<file path="src/rtl/uart_rx_fifo.sv">
`timescale 1ns/1ps
// uart_rx_fifo: oversampling UART receiver with majority-vote sampling feeding a valid/ready byte FIFO.
// Define UART_RX_PARITY_EN to add an even-parity bit, the PARITY state and the parity_err pulse.
module uart_rx_fifo #(
    parameter int OVERSAMPLE = 8,
    parameter int DATA_BITS  = 8,
    parameter int FIFO_DEPTH = 4
) (
    input  logic                          clk,
    input  logic                          reset,
    input  logic                          uart_in,
    output logic [DATA_BITS-1:0]          rd_data,
    output logic                          rd_valid,
    input  logic                          rd_ready,
    output logic [$clog2(FIFO_DEPTH):0]   fifo_count,
    output logic                          frame_err,
    output logic                          overrun,
    output logic                          parity_err
);

    localparam int CW = $clog2(OVERSAMPLE);
    localparam int BW = $clog2(DATA_BITS);
    localparam int PW = $clog2(FIFO_DEPTH);
    localparam int M  = OVERSAMPLE / 2;

    localparam logic [CW-1:0] CNT_LAST = CW'(OVERSAMPLE - 1);
    localparam logic [CW-1:0] CNT_S0   = CW'(M - 1);
    localparam logic [CW-1:0] CNT_S1   = CW'(M);
    localparam logic [CW-1:0] CNT_S2   = CW'(M + 1);
    localparam logic [CW-1:0] CNT_STOP = CW'(M + 2);
    localparam logic [BW-1:0] BIT_LAST = BW'(DATA_BITS - 1);
    localparam logic [PW:0]   FULL_CNT = (PW + 1)'(FIFO_DEPTH);

    typedef enum logic [2:0] {
        IDLE,
        START,
        DATA,
`ifdef UART_RX_PARITY_EN
        PARITY,
`endif
        STOP
    } state_t;

    state_t                 state_q, state_d;
    logic [CW-1:0]          cnt_q, cnt_d;
    logic [BW-1:0]          bitcnt_q, bitcnt_d;
    logic [2:0]             samp_q, samp_d;
    logic [DATA_BITS-1:0]   shift_q, shift_d;
    logic                   frame_err_q, frame_err_d;
    logic                   overrun_q, overrun_d;
    logic                   sync1_q, sync2_q, prev_q;
    logic                   fall, vote, good, push, pop, full;

    logic [DATA_BITS-1:0]   mem_q [FIFO_DEPTH];
    logic [PW-1:0]          wptr_q, rptr_q;
    logic [PW:0]            count_q;

`ifdef UART_RX_PARITY_EN
    logic                   parity_bad_q, parity_bad_d;
    logic                   parity_err_q, parity_err_d;
`endif

    // Synchroniser idles high so reset never looks like a start edge.
    always_ff @(posedge clk or posedge reset) begin
        if (reset) begin
            sync1_q <= 1'b1;
            sync2_q <= 1'b1;
            prev_q  <= 1'b1;
        end else begin
            sync1_q <= uart_in;
            sync2_q <= sync1_q;
            prev_q  <= sync2_q;
        end
    end

    assign fall = prev_q & ~sync2_q;
    assign vote = (samp_q[0] & samp_q[1]) | (samp_q[0] & samp_q[2]) | (samp_q[1] & samp_q[2]);

    always_ff @(posedge clk or posedge reset) begin
        if (reset) begin
            state_q     <= IDLE;
            cnt_q       <= '0;
            bitcnt_q    <= '0;
            samp_q      <= '0;
            shift_q     <= '0;
            frame_err_q <= 1'b0;
            overrun_q   <= 1'b0;
`ifdef UART_RX_PARITY_EN
            parity_bad_q <= 1'b0;
            parity_err_q <= 1'b0;
`endif
        end else begin
            state_q     <= state_d;
            cnt_q       <= cnt_d;
            bitcnt_q    <= bitcnt_d;
            samp_q      <= samp_d;
            shift_q     <= shift_d;
            frame_err_q <= frame_err_d;
            overrun_q   <= overrun_d;
`ifdef UART_RX_PARITY_EN
            parity_bad_q <= parity_bad_d;
            parity_err_q <= parity_err_d;
`endif
        end
    end

    always_comb begin
        state_d     = state_q;
        cnt_d       = cnt_q + 1'b1;
        bitcnt_d    = bitcnt_q;
        samp_d      = samp_q;
        shift_d     = shift_q;
        frame_err_d = 1'b0;
        overrun_d   = 1'b0;
        good        = 1'b0;
        push        = 1'b0;
`ifdef UART_RX_PARITY_EN
        parity_bad_d = parity_bad_q;
        parity_err_d = 1'b0;
`endif

        if (state_q != IDLE) begin
            if (cnt_q == CNT_S0) samp_d[0] = sync2_q;
            if (cnt_q == CNT_S1) samp_d[1] = sync2_q;
            if (cnt_q == CNT_S2) samp_d[2] = sync2_q;
        end

        unique case (state_q)
            IDLE: begin
                cnt_d    = '0;
                bitcnt_d = '0;
                if (fall) state_d = START;
            end
            START: begin
                if (cnt_q == CNT_LAST) begin
                    cnt_d   = '0;
                    state_d = vote ? IDLE : DATA;
                end
            end
            DATA: begin
                if (cnt_q == CNT_LAST) begin
                    cnt_d    = '0;
                    shift_d  = {vote, shift_q[DATA_BITS-1:1]};
                    bitcnt_d = bitcnt_q + 1'b1;
                    if (bitcnt_q == BIT_LAST) begin
                        bitcnt_d = '0;
`ifdef UART_RX_PARITY_EN
                        state_d  = PARITY;
`else
                        state_d  = STOP;
`endif
                    end
                end
            end
`ifdef UART_RX_PARITY_EN
            PARITY: begin
                if (cnt_q == CNT_LAST) begin
                    cnt_d        = '0;
                    parity_bad_d = vote ^ (^shift_q);
                    state_d      = STOP;
                end
            end
`endif
            STOP: begin
                // Decide early in the stop bit to leave resync margin for a fast sender.
                if (cnt_q == CNT_STOP) begin
                    cnt_d       = '0;
                    state_d     = IDLE;
                    frame_err_d = ~vote;
`ifdef UART_RX_PARITY_EN
                    parity_err_d = parity_bad_q;
                    good         = vote & ~parity_bad_q;
`else
                    good         = vote;
`endif
                    if (good) begin
                        if (!full || pop) push = 1'b1;
                        else              overrun_d = 1'b1;
                    end
                end
            end
            default: state_d = IDLE;
        endcase
    end

    assign full = (count_q == FULL_CNT);
    assign pop  = (count_q != '0) & rd_ready;

    always_ff @(posedge clk or posedge reset) begin
        if (reset) begin
            mem_q   <= '{default: '0};
            wptr_q  <= '0;
            rptr_q  <= '0;
            count_q <= '0;
        end else begin
            if (push) begin
                mem_q[wptr_q] <= shift_q;
                wptr_q        <= wptr_q + 1'b1;
            end
            if (pop) rptr_q <= rptr_q + 1'b1;
            if (push && !pop)      count_q <= count_q + 1'b1;
            else if (pop && !push) count_q <= count_q - 1'b1;
        end
    end

    assign rd_data    = mem_q[rptr_q];
    assign rd_valid   = (count_q != '0);
    assign fifo_count = count_q;
    assign frame_err  = frame_err_q;
    assign overrun    = overrun_q;
`ifdef UART_RX_PARITY_EN
    assign parity_err = parity_err_q;
`else
    assign parity_err = 1'b0;
`endif

endmodule
</file>
<file path="config.mk">
export PLATFORM = sky130hd
export DESIGN_NAME = uart_rx_fifo
export DESIGN_NICKNAME = d
export VERILOG_FILES = /design/src/rtl/uart_rx_fifo.sv
export SDC_FILE = /design/constraint.sdc
export NUM_CORES = 1
export LEC_CHECK = 0
export BUFFER_PORTS_ARGS = -buffer_cell sky130_fd_sc_hd__clkbuf_2
export CAP_MARGIN = 0
export CORE_MARGIN = 2
export CORE_UTILIZATION = 42
export CTS_CLUSTER_DIAMETER = 60
export DETAILED_ROUTE_END_ITERATION = 6
export PLACE_DENSITY = 0.66
export SLEW_MARGIN = 20
export SYNTH_ARGS = -nofsm -noshare
export SYNTH_HDL_FRONTEND = slang
export SYNTH_SLANG_ARGS = --single-unit
</file>
<file path="constraint.sdc">
create_clock -name clk -period 2.95 [get_ports clk]
set_input_delay 0.1475 -clock clk [delete_from_list [all_inputs] [get_ports clk]]
set_output_delay 0.1475 -clock clk [all_outputs]
set_load 0.03 [all_outputs]
</file>
==> results.md, run 1 <==
- Core area: 7210 um2
- Final net count: 255
- Synth Area per Inst: 15.1 um2
- Maximum VDD drop: 382 uV
- Final std cells w/o fill: 337
- Worst-path clk slew: 70 ps
- Worst Skew: 11.9 ps
- Root buffer cell: clkbuf_8
- Top cells by area, synth: dfrtp_1 (48%), mux2_4 (15%), ha_1 (6.8%)
- Actual slew at the worst max-slew pin: roughly 580 ps
- Seq cells post-synth: 63
- WP data arrival: approximately 2700 ps
- Die area: 8100 um2
- Overall power: 2530 uW
- Dpl cells: 319
- Peak Freq: 412 MHz
- Async SR Flop Fraction: 100%
- Gate Count Post-Synth: 206
- CP max stage cell: dfrtp_1
- Total routed wirelength: 4.95 mm
- N_diodes: 0
- Hpwl dp: roughly 3.3 mm
- M3 GR Usage: 3.02%
- Synth Net Count: roughly 230
- Largest net degree at the start of global routing: 29
- Most Crowded Layer GR: met2
- Post-route setup TNS: 0 ps
- DRT iter0 DRCs: 40
- Layout cells sized above 1: 42.4%
- Io pins: 19
- Worst-Skew Late Latency: 340 ps
- Place WS: 496 ps
- RSZ-0062 raised after global routing: no
- Primary FF master, synth: dfrtp_1
- Synth top cells by count: dfrtp_1 (60), mux2_4 (32), ha_1 (17), mux2_2 (15), nand2_1 (12)
- Slew Limit Headroom: 61.6%
- Met1 global-route usage: 18.1%
- Minimum clock period: roughly 2400 ps
- Final slew viol count: 0
- Post-CTS Setup Inserts: 0
- Hold Fails Final Rpt: 0
- Wire per inst: 14.7 um
- GRT Resource Usage Total: 13.6%
- CP Cell Sequence: inv_1 > ha_1 > and3_1 > and3_4 > ha_1 > inv_1 > fa_1 > xor2_1 > nor2_1 > xor2_1
- Maxcap violations: 0
- Cell row count: 31
- Hold Path Class: input port to flip-flop
- CTS max path bufs: 2
- Number of synthesized flops with an enable pin: 0
- Vias after detailed routing: 1616
- PortBufs: 17
- Detailed-router iteration count before antenna repair: 4
- DRT antenna net count: 0
- Highest fanout seen on the critical path: 8
- TritonCTS buffer count: 9
- Crit path kind: flip-flop to flip-flop
- CP endpoint kind: flip-flop
- Status: completed
- Die Ht: 90.0 um
- Worst Setup Start Kind: flip-flop
- Worst path required time: around 3200 ps
- Top cell type's share of synthesized area: 48.3%
- Final setup fails: 0
- WHS: 97.0 ps
- Setup WS post-layout: roughly 520 ps
- Drc violations: 0
- Count leader, synth: dfrtp_1
- RD Place Congestion: 0.708
- Post-synthesis sequential area ratio: 50.9%
- Crit share post-route: about 82%
- Sink Count: 63
- Leading area contributor after synthesis: dfrtp_1
- Yosys cell types: 32
- Mapped Area: 3110 um2
- Vias in the first global route: 1704
- Die W: around 90 um
- Yosys Warn Count: 0
- Grt met2 use: 20.8%
- Pwr dens: about 700 nW/um2
- Drt via density: between 4 and 5
- Area delta synth->final: 13.8%
- Total grt overflow: 0
- CTS tree: yes
- H-tree depth: 3
- Starting Density: 43.0%
- First-pass GRT wire length: 8.45 mm
- Max stage delay on crit path: 410 ps
- Initial antenna violation count: 0
- Leak pwr: 0.00179 uW
[final timing paths]
path,start,end,slack (ps),cells past startpoint
min,rd_ready,rptr_q[1],100,3
max in group asynchronous,reset,wptr_q[0],1950,4
max reg2reg,cnt_q[0],fifo_count[2],520,10
min reg2reg,sync1_q,sync2_q,360,0
max,cnt_q[0],fifo_count[2],520,10
min in group asynchronous,reset,mem_q[29],310,3
[stage by stage]
stage          utilization [%]  instance area (um2)
6_report                  49.0                 3530
4_1_cts                   49.0                 3530
3_3_place_gp              45.6                 3290
2_1_floorplan                -                 3110
5_1_grt                   49.0                 3530
3_5_place_dp              45.6                 3290
[worst max-delay path, delay by kind of cell, from the launching register on]
kind                       cells  cell delay, ps
adders and majority gates      3             790
and+or+nand+nor                3             690
DFF                            1             410
xor gates and xnor gates       2             320
buffers and inverters          2             150
[repair_timing]
item / 4_1_cts / 5_1_grt
endpoints found under the setup margin: 0 / 0
hold endpoints to repair: 18 / 0
hold buffers: 2 / 0
resized for setup: 0 / 0
[flip-flops by register name, indices dropped and copies added, names as in the netlist, 2 cells and up]
| register | flops |
|---|---|
| bitcnt_q | 3 |
| cnt_q | 3 |
| fifo_count | 3 |
| mem_q | 32 |
| rptr_q | 2 |
| samp_q | 3 |
| shift_q | 8 |
| state_q | 2 |
| wptr_q | 2 |
[kinds of logic (layout without fill, tap and decap cells)]
logic type      count (synthesis)  in the layout  share of synthesized area [%]
simple gates                   34             34                           7.53
buf+inv                        16             48                           2.58
compound gates                 11             11                           2.34
fa+ha+maj                      19             19                           7.82
flops                          63             63                           50.9
mux                            56             56                           27.0
other cells                     1              1                          0.121
xor+xnor                        6              6                           1.69
[cell usage in the layout, fill, tap and decap left out, types with 4 or more instances in the layout]
| master | count |
|---|---|
| dfrtp_1 | 60 |
| mux2_4 | 32 |
| ha_1 | 17 |
| clkbuf_2 | 17 |
| mux2_2 | 15 |
| nand2_1 | 12 |
| inv_1 | 10 |
| clkbuf_8 | 10 |
| mux4_2 | 8 |
| nor2_1 | 6 |
| nand2_8 | 4 |
| xnor2_1 | 4 |
| o21ai_0 | 4 |
[power breakdown]
group / switching (uW) / total, uW / internal, uW / leakage, uW
clock: 337 / 836 / 499 / 0.000110
combinational: 313 / 584 / 271 / 0.000842
sequential: 149 / 1110 / 964 / 0.000837
total: 799 / 2530 / 1730 / 0.00179
[cell type report]
type | instances | area, um2
fill | 662 | 3680
sequential | 63 | 1580
multi-input combinational | 127 | 1450
clock buffer | 11 | 141
tap | 99 | 124
timing repair buffer | 21 | 120
clock inverter | 5 | 81.3
inverter | 11 | 41.3
[layer usage]
metal,wire length (um),vias up,part of all wire [%]
met1,2390,818,48
met4,104,0,2.1
met2,2340,18,47
li1,-,770,-
met5,0,-,0
met3,112,10,2.3
Power figures use the tool's default switching activity.
==> run 2: changes to the inputs <==
==> constraint.sdc (replaced) <==
create_clock -name clk -period 2.3 [get_ports clk]
set_input_delay 0.115 -clock clk [delete_from_list [all_inputs] [get_ports clk]]
set_output_delay 0.115 -clock clk [all_outputs]
set_load 0.03 [all_outputs]
==> results.md, run 2 (same netlist as run 1, synthesis figures left out) <==
- Status: completed
- Vias after detailed routing: 1603 (-0.80%)
- Core area: 7210 um2 (unchanged)
- Largest register FFs: 32 (unchanged)
- Slew Limit Headroom: 64.5% (+2.9 points)
- Largest regs: mem_q: 32 flops, shift_q: 8 flops
- Worst Skew: 5.89 ps (-6.01 ps)
- Worst-path clk slew: 70 ps (about the same)
- Worst Setup Start Kind: flip-flop
- Highest fanout seen on the critical path: 4 (-4)
- DRT antenna net count: 0 (unchanged)
- Starting Density: 43.0% (unchanged)
- Layout cells sized above 1: 45.0% (+2.6 points)
- Pwr dens: 916 nW/um2 (+28%)
- Post-CTS Setup Inserts: 0 (unchanged)
- Drt via density: 4.73 (-1.4%)
- Max stage delay on crit path: 410 ps (about the same)
- Largest Register: mem_q
- Die W: 90.0 um (unchanged)
- Maxcap violations: 0 (unchanged)
- Maximum VDD drop: 412 uV (+7.7%)
- Worst path required time: 2550 ps (-670 ps)
- GRT Resource Usage Total: 13.8% (+0.23 points)
- Place WS: 145 ps (-350 ps)
- Die area: 8100 um2 (unchanged)
- Final slew viol count: 0 (unchanged)
- WP data arrival: 2420 ps (-280 ps)
- Detailed-router iteration count before antenna repair: 4 (unchanged)
- Vias in the first global route: 1650 (-3.2%)
- Io pins: 19 (unchanged)
- Commonest cells after routing, fill and taps aside: dfrtp_1 (57), mux2_4 (32), clkbuf_2 (17), ha_1 (16), mux2_2 (15)
- Total routed wirelength: 4.99 mm (+0.79%)
- Overall power: 3270 uW (+29%)
- Sink Count: 63 (unchanged)
- Leak pwr: 0.00180 uW (+0.50%)
- Root buffer cell: clkbuf_8
- CP delay by family, top: adder cells
- Minimum clock period: 2170 ps (-260 ps)
- CP endpoint kind: flip-flop
- Crit path buf inv count: 2 (unchanged)
- RR Startpoint: cnt_q[0]
- Peak Freq: 461 MHz (+12%)
- Initial antenna violation count: 0 (unchanged)
- Wire per inst: 14.7 um (+0.19%)
- Final setup fails: 0 (unchanged)
- Worst setup path end: fifo_count[2]
- Dpl cells: 321 (+0.63%)
- Hold Path Class: input port to flip-flop
- Die Ht: 90.0 um (unchanged)
- CTS max path bufs: 2 (unchanged)
- DRT iter0 DRCs: 85 (+110%)
- Fin util: 49.5% (+0.52 points)
- Final std cells w/o fill: 339 (+0.59%)
- Worst-Skew Late Latency: 330 ps (about the same)
- Area delta synth->final: 15.0%
- PortBufs: 17 (unchanged)
- Final net count: 257 (+0.78%)
- Total grt overflow: 0 (unchanged)
- H-tree depth: 3 (unchanged)
- Crit share post-route: 94.3% (+12 points)
- Largest net degree at the start of global routing: 29 (unchanged)
- Worst reg2reg setup slack: 130 ps (-390 ps)
- Worst R2R Path Depth: 10 (unchanged)
- Worst R2R End: fifo_count[2]
- TritonCTS buffer count: 9 (unchanged)
- Drc violations: 0 (unchanged)
- Worst Setup SP: cnt_q[0]
- Cell row count: 31 (unchanged)
- N_diodes: 0 (unchanged)
- CP max stage cell: dfrtp_1
- Setup WS post-layout: 130 ps (-390 ps)
- RD Place Congestion: 0.749 (+5.7%)
- Actual slew at the worst max-slew pin: 533 ps (-43.5 ps)
- First-pass GRT wire length: 8.60 mm (+1.7%)
- Post-DP Area: 3320 um2 (+0.95%)
- CTS tree: yes
- Crit path depth: 10 (unchanged)
- Crit path kind: flip-flop to flip-flop
- Hpwl dp: 3.37 mm (+1.9%)
- Hold Fails Final Rpt: 0 (unchanged)
- CP Cell Sequence: inv_1 > ha_1 > and3_4 > and3_4 > ha_4 > inv_2 > fa_1 > xor2_1 > nor2_1 > xor2_1
- Most common cell after layout, fill and taps aside: dfrtp_1
- Design area: 3570 um2 (+1.1%)
==> run 2: cell count changes in the layout (fill, tap and decap cells not counted), sizes merged <==
cell | before | now
clkinvlp | 1 | 0
clkbuf | 28 | 30
buf | 2 | 4
clkinv | 2 | 1
==> run 2: metal layers <==
metal | GRT usage [%] | vias up | routed length (um)
li1 | - | 777 | -
met1 | 18.3 | 800 | 2360
met2 | 21.1 | 22 | 2410
met3 | 4.95 | 4 | 166
met4 | 5.00 | 0 | 44
met5 | 0 | - | 0
==> run 2: per-stage QoR <==
stage                     hold slack [ps]  setup TNS (ps)
final                                61.2               0
after global routing                 53.1           -18.4
after CTS                            41.9               0
after detailed placement              118               0
after global placement                111               0
after floorplan                       119           -27.8
==> run 2: tightest hold or removal path, stage by stage <==
cell and delay [ps]:
clkbuf_2 100, nand3_1 80, xnor2_1 60
==> run 2: cell type report <==
type | instances | area (um2)
well taps | 99 | 124
clock buffers | 13 | 159
inverters | 11 | 41.3
repair buffers | 23 | 135
flip-flops and latches | 63 | 1580
fillers | 655 | 3640
clock inverters | 3 | 65.1
multi-input cells | 127 | 1460
==> run 2: worst min-delay path by stage <==
stage                      endpoint  slack, ps  depth (start not counted)      from
after floorplan             sync1_q        120                          0   uart_in
after global placement     mem_q[5]        110                          2     reset
after detailed placement  mem_q[13]        120                          2     reset
after CTS                 rptr_q[1]         40                          3  rd_ready
after global routing      rptr_q[1]         50                          3  rd_ready
final                     rptr_q[1]         60                          3  rd_ready
==> run 2: power breakdown <==
part	internal [uW]	switching [uW]
Clock	669	406
Sequential	1240	187
Combinational	361	405
==> run 2: repair_timing <==
item / in CTS / in global routing
hold buffers: 2 / 0
resized for setup: 0 / 1
endpoints found under the hold margin: 19 / 0
endpoints found under the setup margin: 0 / 1
